### config.mk
export PLATFORM = sky130hd
export DESIGN_NAME = comparator_1bit_reg_flat
export DESIGN_NICKNAME = d
export VERILOG_FILES = /design/src/rtl/comparator_1bit_reg_if.sv /design/src/rtl/comparator_1bit_reg.sv /design/src/flat_wrapper.sv
export SDC_FILE = /design/constraint.sdc
export NUM_CORES = 1
export LEC_CHECK = 0
export CELL_PAD_IN_SITES_DETAIL_PLACEMENT = 1
export CELL_PAD_IN_SITES_GLOBAL_PLACEMENT = 1
export CORE_ASPECT_RATIO = 1.75
export CORE_UTILIZATION = 38
export CTS_CLUSTER_DIAMETER = 60
export DETAILED_ROUTE_END_ITERATION = 7
export PLACE_DENSITY = 0.86
export SLEW_MARGIN = 25
export SYNTH_ARGS = -nofsm -noshare
export SYNTH_HDL_FRONTEND = slang
export SYNTH_SLANG_ARGS = --single-unit
### constraint.sdc
create_clock -name clk -period 5.5 [get_ports clk]
set_input_delay 1.65 -clock clk [delete_from_list [all_inputs] [get_ports clk]]
set_output_delay 1.65 -clock clk [all_outputs]
set_load 0.02 [all_outputs]
### src/rtl/comparator_1bit_reg_if.sv
// Bundle of sample and result signals for the registered 1-bit comparator.
// The master drives operands and the clear strobe. The slave returns the flags and counters.
interface comparator_1bit_reg_if #(
    parameter int CNT_W = 8
);
    logic             in_valid;
    logic             A;
    logic             B;
    logic             cnt_clr;
    logic             out_valid;
    logic             G;
    logic             L;
    logic             E;
    logic [CNT_W-1:0] g_cnt;
    logic [CNT_W-1:0] l_cnt;
    logic [CNT_W-1:0] e_cnt;

    modport master (
        output in_valid, A, B, cnt_clr,
        input  out_valid, G, L, E, g_cnt, l_cnt, e_cnt
    );

    modport slave (
        input  in_valid, A, B, cnt_clr,
        output out_valid, G, L, E, g_cnt, l_cnt, e_cnt
    );
endinterface

### src/rtl/comparator_1bit_reg.sv
// Registered 1-bit magnitude comparator with saturating G/L/E event counters.
// All outputs come straight from flops, so no input reaches an output combinationally.
module comparator_1bit_reg #(
    parameter int CNT_W = 8
) (
    input  logic                  clk,
    input  logic                  rst,
    comparator_1bit_reg_if.slave  bus
);
    localparam logic [CNT_W-1:0] CNT_MAX = {CNT_W{1'b1}};

    logic             g_q, g_d;
    logic             l_q, l_d;
    logic             e_q, e_d;
    logic             out_valid_q, out_valid_d;
    logic [CNT_W-1:0] g_cnt_q, g_cnt_d;
    logic [CNT_W-1:0] l_cnt_q, l_cnt_d;
    logic [CNT_W-1:0] e_cnt_q, e_cnt_d;

    logic             cmp_g, cmp_l, cmp_e;

    // Compare truth table for the current operands.
    always_comb begin
        cmp_g = bus.A & ~bus.B;
        cmp_l = ~bus.A & bus.B;
        cmp_e = ~(bus.A ^ bus.B);
    end

    // Next-state logic for the flags, out_valid and the saturating counters.
    always_comb begin
        // NOTE: every variable gets a default first, so no path can leave one unassigned and infer a latch.
        g_d         = g_q;
        l_d         = l_q;
        e_d         = e_q;
        out_valid_d = 1'b0;
        g_cnt_d     = g_cnt_q;
        l_cnt_d     = l_cnt_q;
        e_cnt_d     = e_cnt_q;

        if (bus.in_valid) begin
            g_d         = cmp_g;
            l_d         = cmp_l;
            e_d         = cmp_e;
            out_valid_d = 1'b1;
        end

        // A clear overrides the increment from the same sample, but the flags still load.
        if (bus.cnt_clr) begin
            g_cnt_d = '0;
            l_cnt_d = '0;
            e_cnt_d = '0;
        end else if (bus.in_valid) begin
            if (cmp_g && g_cnt_q != CNT_MAX) g_cnt_d = g_cnt_q + 1'b1;
            if (cmp_l && l_cnt_q != CNT_MAX) l_cnt_d = l_cnt_q + 1'b1;
            if (cmp_e && e_cnt_q != CNT_MAX) e_cnt_d = e_cnt_q + 1'b1;
        end
    end

    // State register. A synchronous reset overrides every other input.
    always_ff @(posedge clk) begin
        // NOTE: sequential state uses non-blocking assignments so that all flops update together on the edge.
        if (rst) begin
            g_q         <= 1'b0;
            l_q         <= 1'b0;
            e_q         <= 1'b0;
            out_valid_q <= 1'b0;
            g_cnt_q     <= '0;
            l_cnt_q     <= '0;
            e_cnt_q     <= '0;
        end else begin
            g_q         <= g_d;
            l_q         <= l_d;
            e_q         <= e_d;
            out_valid_q <= out_valid_d;
            g_cnt_q     <= g_cnt_d;
            l_cnt_q     <= l_cnt_d;
            e_cnt_q     <= e_cnt_d;
        end
    end

    assign bus.G         = g_q;
    assign bus.L         = l_q;
    assign bus.E         = e_q;
    assign bus.out_valid = out_valid_q;
    assign bus.g_cnt     = g_cnt_q;
    assign bus.l_cnt     = l_cnt_q;
    assign bus.e_cnt     = e_cnt_q;
endmodule

### src/flat_wrapper.sv
// flat-port wrapper written by rule: the top's interface ports become plain ports
module comparator_1bit_reg_flat 
#(
    parameter int CNT_W = 8
)
  (clk, rst, bus_in_valid, bus_A, bus_B, bus_cnt_clr, bus_out_valid, bus_G, bus_L, bus_E, bus_g_cnt, bus_l_cnt, bus_e_cnt);
  comparator_1bit_reg_if #(.CNT_W(CNT_W)) bus_i ();
  input  logic clk;
  input  logic rst;
  input wire logic [$bits(bus_i.in_valid)-1:0] bus_in_valid;
  input wire logic [$bits(bus_i.A)-1:0] bus_A;
  input wire logic [$bits(bus_i.B)-1:0] bus_B;
  input wire logic [$bits(bus_i.cnt_clr)-1:0] bus_cnt_clr;
  output wire logic [$bits(bus_i.out_valid)-1:0] bus_out_valid;
  output wire logic [$bits(bus_i.G)-1:0] bus_G;
  output wire logic [$bits(bus_i.L)-1:0] bus_L;
  output wire logic [$bits(bus_i.E)-1:0] bus_E;
  output wire logic [$bits(bus_i.g_cnt)-1:0] bus_g_cnt;
  output wire logic [$bits(bus_i.l_cnt)-1:0] bus_l_cnt;
  output wire logic [$bits(bus_i.e_cnt)-1:0] bus_e_cnt;
  assign bus_i.in_valid = bus_in_valid;
  assign bus_i.A = bus_A;
  assign bus_i.B = bus_B;
  assign bus_i.cnt_clr = bus_cnt_clr;
  assign bus_out_valid = bus_i.out_valid;
  assign bus_G = bus_i.G;
  assign bus_L = bus_i.L;
  assign bus_E = bus_i.E;
  assign bus_g_cnt = bus_i.g_cnt;
  assign bus_l_cnt = bus_i.l_cnt;
  assign bus_e_cnt = bus_i.e_cnt;
  comparator_1bit_reg #(.CNT_W(CNT_W)) u_core (.clk(clk), .rst(rst), .bus(bus_i));
endmodule
# Yosys cells after proc, flatten, opt, wreduce, memory -nomap -nowiden
# Cells that the tools add are included.
# op_classes
addsub	3
n_mul	0
div	0
magnitude_cmp	0
eq_ne	3
shift	0
mux	1
bitwise	6
n_reduce_logical	7
# ops
op	n
$add 8x1->8 const B	3
$ne 8x8->1 const B	3
$reduce_and 2->1	3
$logic_and 1x1->1	3
$not 1->1	3
$and 1x1->1	2
$reduce_or 2->1	1
$mux 1	1
$xor 1x1->1	1
# totals
ff_bits	28
latch_bits	0
ram_bits	0
romBits	0
inputBits	6
elab_cells	27
memories	0

# Logic depth before layout (Yosys ltp)
# logic_depth
word_depth	4
mapped_depth	6
depth_no_buf	6

# Worst setup path after synthesis
# OpenSTA, ideal clock, no wires.
# synth_path
path_kind	input-to-reg
startpoint	in bus_B
endpoint	reg u_core.e_cnt_q[7], in the netlist u_core.bus.e_cnt[7]
t_arrival_ns	2.886
setup_slack_ns	2.497
path_stages	6
path_buffers	0
path_cell_list	inv_1 -> ha_1 -> nand4_1 -> a2111oi_4 -> a31oi_1 -> a41o_1
# synth_between
elab_chain_cells	4
# synth_lines
item	line	rtl
start, declared	flat_wrapper.sv:12	input wire logic [$bits(bus_i.B)-1:0] bus_B;
$xor 1x1->1	comparator_1bit_reg.sv:26	cmp_e = ~(bus.A ^ bus.B);
$not 1->1	comparator_1bit_reg.sv:26	
named net u_core.cmp_e	comparator_1bit_reg.sv:20	logic cmp_g, cmp_l, cmp_e;
$logic_and 1x1->1	comparator_1bit_reg.sv:55	if (cmp_e && e_cnt_q != CNT_MAX) e_cnt_d = e_cnt_q + 1'b1;
$reduce_and 2->1 (no line)	--	
end signal, assigned	comparator_1bit_reg.sv:77	e_cnt_q <= e_cnt_d;
end, declared	comparator_1bit_reg.sv:18	logic [CNT_W-1:0] e_cnt_q, e_cnt_d;
# The timed path passes the listed nets, and every way through them passes these cells.
# A chain may end at the register's enable or synchronous reset.

# Worst setup path in the final report
# Same ends and word-level chain as after synthesis.

==> flow_metrics.py <==
metrics = {
    "setup_path": {
        "reg2reg_depth": 5,
        "rrSetupSlack_ns": 3.77,
        "timing.rr.start": "u_core.bus.e_cnt[0]$_SDFFE_PP0P_",
        "critical_path.cell_chain": "clkdlybuf4s50_1 > inv_1 > ha_1 > nand4_1 > a2111oi_4 > a31oi_1 > a41o_1",
        "worstPathArrival_ns": 3.52,
        "worstPathRequired_ns": 5.67,
        "critPathCaptureType": "register",
        "crit_path_top_delay_cell": "clkdlybuf4s50_1",
        "r2r_end": "u_core.bus.e_cnt[2]$_SDFFE_PP0P_",
        "crit_fanout": 4,
        "crit_type": "primary input to register",
        "worst_path_largest_cell_delay_ns": 0.49,
        "startpoint_type": "primary input",
    },
    "power_and_ir_drop": {
        "power.density_nw_per_um2": 202,
        "p_leak_nw": 0.598,
        "total_power_mw": 0.361,
        "ir_drop_v": 0.000157,
    },
    "clocking": {
        "path_clk_slew_ns": 0.09,
        "clock_sinks": 28,
        "cts_root_buf": "clkbuf_8",
        "cts_tree": "done",
        "clk_latency_ns": 0.27,
        "cts_hold_buf": 0,
        "cts_resized": 0,
        "cts_buffer_depth": 2,
        "cts_made_buffers": 3,
        "post_cts_buffers": 0,
        "htree_levels": 1,
    },
    "floorplan": {
        "die-area_um2": 3810,
        "coreArea_um2": 3400,
        "fp.dieW_um": 47.1,
        "initial_core_util_pct": 39.8,
        "pin_count": 34,
        "die_y_um": 81.0,
        "num_rows": 28,
    },
    "routing": {
        "drc_errors": 0,
        "routed_wl_um": 3610,
        "dr.pass1.iters": 4,
        "via_count": 1253,
        "post_drt_wl_per_cell_um": 15.9,
        "drt_iter0_drc": 19,
        "via_per_inst": 5.52,
        "ant_nets": 0,
    },
    "yosys": {
        "synth_warnings": 0,
        "ys_seq_area_share_pct": 41.4,
        "synthDistinctLibCells": 36,
        "syn_area_um2": 1350,
        "syn_nets": 159,
        "synth_area_leader_cell": "dfxtp_1",
        "syn_area_per_cell_um2": 9.15,
        "ys_ff_latch": 28,
        "synthTopCellsByArea": "dfxtp_1 (41%), nor2_1 (6.1%), ha_1 (4.6%)",
        "synthCells": 148,
        "yosysTopAreaCellShare_pct": 41.4,
    },
    "grt": {
        "grt_max_degree": 23,
        "track_usage_pct": 21.5,
        "grt_pass1_vias": 1295,
        "gr-total-overflow": 0,
        "grt_pass1_wl_um": 5920,
        "grt_antenna_before_repair": 0,
    },
    "final_layout": {
        "syn2layout_area_growth_pct": 31.5,
        "design_area_um2": 1780,
        "layout.cells.non_filler": 227,
        "n_antenna_cell": 0,
        "drive_gt1_share_pct": 6.59,
        "post-route-util_pct": 52.4,
        "nets": 194,
    },
    "sta": {
        "finalHoldViolCount": 0,
        "fin_crit_ns": 3.34,
        "fin_crit_sh_pct": 60.8,
        "setup_viol": 0,
        "max-slew-margin-rel_pct": 58.6,
        "fin_tns_setup_ns": 0,
        "maxSlewViolCount": 0,
        "rsz0062_at_grt": "no",
        "tightest_slew_ns": 0.618,
        "fmax_mhz": 299,
        "fin_skew_ns": 0.00622,
    },
    "placed_design": {
        "gp_congestion": 0.768,
        "placedInstanceArea_um2": 1730,
        "place_hpwl_um": 2780,
        "placedCellCount": 223,
        "port_buffers": 33,
    },
    "min_path": {
        "holdPathEnd": "u_core.bus.G$_SDFFE_PP0P_",
        "min_path_cells": 2,
        "worstHoldStart": "u_core.bus.G$_SDFFE_PP0P_",
        "hold_path_class": "register to register",
    },
    "job": {
        "cap_violations": 0,
    },
    "outcome": {
        "outcome": "completed",
    },
}
## kinds of logic (layout without fill, tap and decap cells)
group	count (synthesis)	count (layout)	share of synthesized area [%]
AOI/OAI and AO/OA	29	29	19.5
adders and majority gates	5	5	4.62
DFF	28	28	41.4
muxes	4	4	2.96
xor gates and xnor gates	8	8	5.18
buffers and inverters	10	44	3.05
and+or+nand+nor	64	64	23.3
## registers in the layout, summed over array words and instances (netlist names)
| name | cells |
|---|---|
| u_core.bus.L | 1 |
| u_core.bus.l_cnt | 8 |
| u_core.bus.g_cnt | 8 |
| u_core.bus.E | 1 |
| u_core.bus.G | 1 |
| u_core.bus.e_cnt | 8 |
| u_core.bus.out_valid | 1 |
## synth_stat cells (all sizes together)
cell type / n
dfxtp: 28
nor2: 22
nand2: 15
nand3: 8
inv: 7
a211oi: 5
ha: 5
xnor2: 5
a21oi: 4
mux2i: 4
a2111oi: 3
a31oi: 3
nor2b: 3
nor3: 3
o211ai: 3
or4: 3
xor2: 3
a41o: 2
and3: 2
and4: 2
clkbuf: 2
nand2b: 2
nand4: 2
o21ai: 2
o31ai: 2
o41ai: 2
a21o: 1
buf: 1
nor4b: 1
o21bai: 1
o311ai: 1
or2: 1
## cell usage in the layout (no fill, tap or decap), drive strengths merged, types with 5 or more instances in the layout
cell type      instances
inv                    7
xnor2                  5
ha                     5
nor2                  22
clkdlybuf4s50         33
dfxtp                 28
nand3                  8
a211oi                 5
nand2                 15
## where the power goes
group | internal [mW] | switching (mW)
Combinational | 0.0120 | 0.0162
Clock | 0.0641 | 0.0618
Sequential | 0.205 | 0.00166
## final cells by class
type / count / area [µm²]
clock buffer: 4 / 55.1
fill: 421 / 1620
inverter: 7 / 26.3
multi-input combinational: 110 / 752
sequential: 28 / 561
tap: 45 / 56.3
timing repair buffer: 33 / 330
## routing by layer
metal	track usage [%]	vias to the layer above	wire [µm]
li1	-	603	-
met1	23.0	610	1380
met2	38.8	31	2050
met3	3.11	9	90
met4	10.0	0	89
met5	0	-	0
## critical path: cells and delay by family
family | cells | cell delay, ns
buffers and inverters | 2 | 0.54
AOI/OAI and AO/OA | 3 | 0.79
adders and majority gates | 1 | 0.34
and+or+nand+nor | 1 | 0.19
## how the worst max path moves through the flow
stage,endpoint,cells past startpoint,slack (ns),startpoint
2_1_floorplan,u_core.bus.e_cnt[7]$_SDFFE_PP0P_,6,2.50,bus_B
3_3_place_gp,u_core.bus.e_cnt[7]$_SDFFE_PP0P_,7,1.96,bus_B
3_5_place_dp,u_core.bus.e_cnt[7]$_SDFFE_PP0P_,7,1.87,bus_B
4_1_cts,u_core.bus.e_cnt[7]$_SDFFE_PP0P_,7,2.16,bus_B
5_1_grt,u_core.bus.e_cnt[7]$_SDFFE_PP0P_,7,2.07,bus_B
6_report,u_core.bus.e_cnt[7]$_SDFFE_PP0P_,7,2.16,bus_B
## stage by stage
| step | worst slack (ns) | hold WS [ns] |
|---|---|---|
| finish | 2.16 | 0.479 |
| global route | 2.07 | 0.512 |
| CTS | 2.16 | 0.486 |
| detailed placement | 1.87 | 0.483 |
| global placement | 1.96 | 0.465 |
| floorplan | 2.50 | 0.541 |
No activity file was read; power rests on OpenSTA's default activity.
==> patch (same settings) <==
`CNT_W` is set to 8 in 3 places; all go to 10.
--- a/src/rtl/comparator_1bit_reg_if.sv
+++ b/src/rtl/comparator_1bit_reg_if.sv
@@ -2,5 +2,5 @@
 // The master drives operands and the clear strobe. The slave returns the flags and counters.
 interface comparator_1bit_reg_if #(
-    parameter int CNT_W = 8
+    parameter int CNT_W = 10
 );
     logic             in_valid;
--- a/src/rtl/comparator_1bit_reg.sv
+++ b/src/rtl/comparator_1bit_reg.sv
@@ -2,5 +2,5 @@
 // All outputs come straight from flops, so no input reaches an output combinationally.
 module comparator_1bit_reg #(
-    parameter int CNT_W = 8
+    parameter int CNT_W = 10
 ) (
     input  logic                  clk,
--- a/src/flat_wrapper.sv
+++ b/src/flat_wrapper.sv
@@ -2,5 +2,5 @@
 module comparator_1bit_reg_flat 
 #(
-    parameter int CNT_W = 8
+    parameter int CNT_W = 10
 )
   (clk, rst, bus_in_valid, bus_A, bus_B, bus_cnt_clr, bus_out_valid, bus_G, bus_L, bus_E, bus_g_cnt, bus_l_cnt, bus_e_cnt);
Interface: changed (resized bus_e_cnt, bus_g_cnt and bus_l_cnt); port bits go from 34 to 40. The function was not compared with the original's and may differ.
==> patch against the original RTL <==
- routed wire length increased by 17%
- total power increased by 28%
- design area increased by 20%
- synthesized area increased by 22%
- sequential cell count increased by 6
- worst hold slack improved by 0.017 ns
- setup slack improved by 0.073 ns
- register-to-register slack improved by 0.08 ns
- synthesized cell count increased by 28%
==> patch: results (changes against the original RTL) <==
| Metric | Value |
|---|---|
| Number of vias per cell | `5.797 (+5.0%)` |
| Cell types with the largest area share after synthesis | `dfxtp_1 41%, a21oi_1 4.3%, nor2_1 4.1%` |
| Crit path time final | `3.271 ns (-0.07309 ns)` |
| Outcome | `finished, final reports clean` |
| Sequential cell area | `680.7 µm² (+21%)` |
| Layout Skew | `0.006339 ns (+0.0001164 ns)` |
| Remaining max-slew budget at the tightest pin | `62.81% (+4.2 points)` |
| Number of H-tree branching levels | `2 (+1)` |
| Worst-path maximum fanout | `17 (+13)` |
| Buffers excl. clock | `39 (+18%)` |
| PortBufs | `39 (+18%)` |
| Pre-CTS WS | `1.947 ns (+0.07705 ns)` |
| Most numerous cell types in the synthesized netlist | `34 x dfxtp_1, 18 x nor2_1, 16 x nand2_1, 14 x a21oi_1, 11 x nand3_1` |
| Sequential area share after synthesis | `41.31% (-0.099 points)` |
| Clk Latency, worst-skew pair | `0.29 ns (+0.02 ns)` |
| Via count of the first global-routing pass | `1554 (+20%)` |
| Number of instances in the synthesized netlist | `190 (+28%)` |
| Area share of the largest cell type after synthesis | `41.31% (-0.099 points)` |
| Launch instance of the worst min-delay path | `u_core.bus.E` |
| Routability Congestion | `0.7298 (-4.9%)` |
| Post-DP Area | `2062 µm² (+20%)` |
| Mean instance size in the synthesized netlist | `8.673 µm² (-5.2%)` |
| Total detailed-routing wirelength | `4208 µm (+17%)` |
| Endpoint arrival time on the critical path | `3.49 ns (-0.03 ns)` |
| Count of inverters not on the clock network in the layout | `5 (-2)` |
| Non-clock buffer share of cell area | `18.20% (-0.35 points)` |
| Vias after detailed routing | `1600 (+28%)` |
| Critical path capture point | `u_core.bus.l_cnt[5]` |
| Layout clock buffer count | `6 (+2)` |
| Clock sink count | `34 (+21%)` |
| Maximum vdd ir drop | `0.1482 mV (-5.3%)` |
| Total GRT Usage | `20.90% (-0.57 points)` |
| Proportion of cell area spent on the clock network | `3.851% (+0.76 points)` |
| Hold Path Sink | `u_core.bus.E` |
| Worst reg2reg endpoint | `u_core.bus.e_cnt[6]` |
| Detailed router's first-iteration violation count | `15 (-4)` |
| Critical Path Source | `bus_in_valid` |
| Cts bufs inserted | `5 (+2)` |
| Multi-input gate share of total cell area | `42.47% (+0.24 points)` |
| Largest stage delay, worst path | `0.80 ns (+0.31 ns)` |
| Number of distinct standard cells referenced by the synthesized netlist | `40 (+11%)` |
| Pin count of the biggest net entering global routing | `28 (+22%)` |
| Cell leakage power | `0.0006758 µW (+13%)` |
| Total number of multi-input combinational cells | `143 (+30%)` |
| Post-DP HPWL | `3148 µm (+13%)` |
| Number of placed instances with taps included | `270 (+21%)` |
-- patch: cells by family after synthesis --
kind of cell	synth area share, %
AND/OR/NAND/NOR	27.94
AO/OA/AOI/OAI	16.93
flip-flops	41.31
buffers and inverters	3.417
XOR/XNOR	4.784
adder cells (fa/ha/maj)	3.797
multiplexers	1.822
-- patch: report_power, final --
| group | internal [µW] | switching, µW | total, µW | leakage (µW) |
|---|---|---|---|---|
| Clock | 96.4 | 84.6 | 181 | 0.0000431 |
| Sequential | 248 | 1.83 | 250 | 0.000275 |
| Combinational | 11.9 | 16.5 | 28.4 | 0.000358 |
| Total | 357 | 103 | 460 | 0.000676 |
-- patch: critical path: cells and delay by family --
kind                   cells  cell delay [ns]
and+or+nand+nor            3             0.89
buffers and inverters      1             0.80
AOI/OAI and AO/OA          1             0.15
-- patch: metal layers --
layer | track usage (%) | share of wire, %
met5 | 0 | 0
met4 | 8.845 | 1.8
met3 | 4.082 | 3.0
met2 | 39.32 | 55
met1 | 21.90 | 40
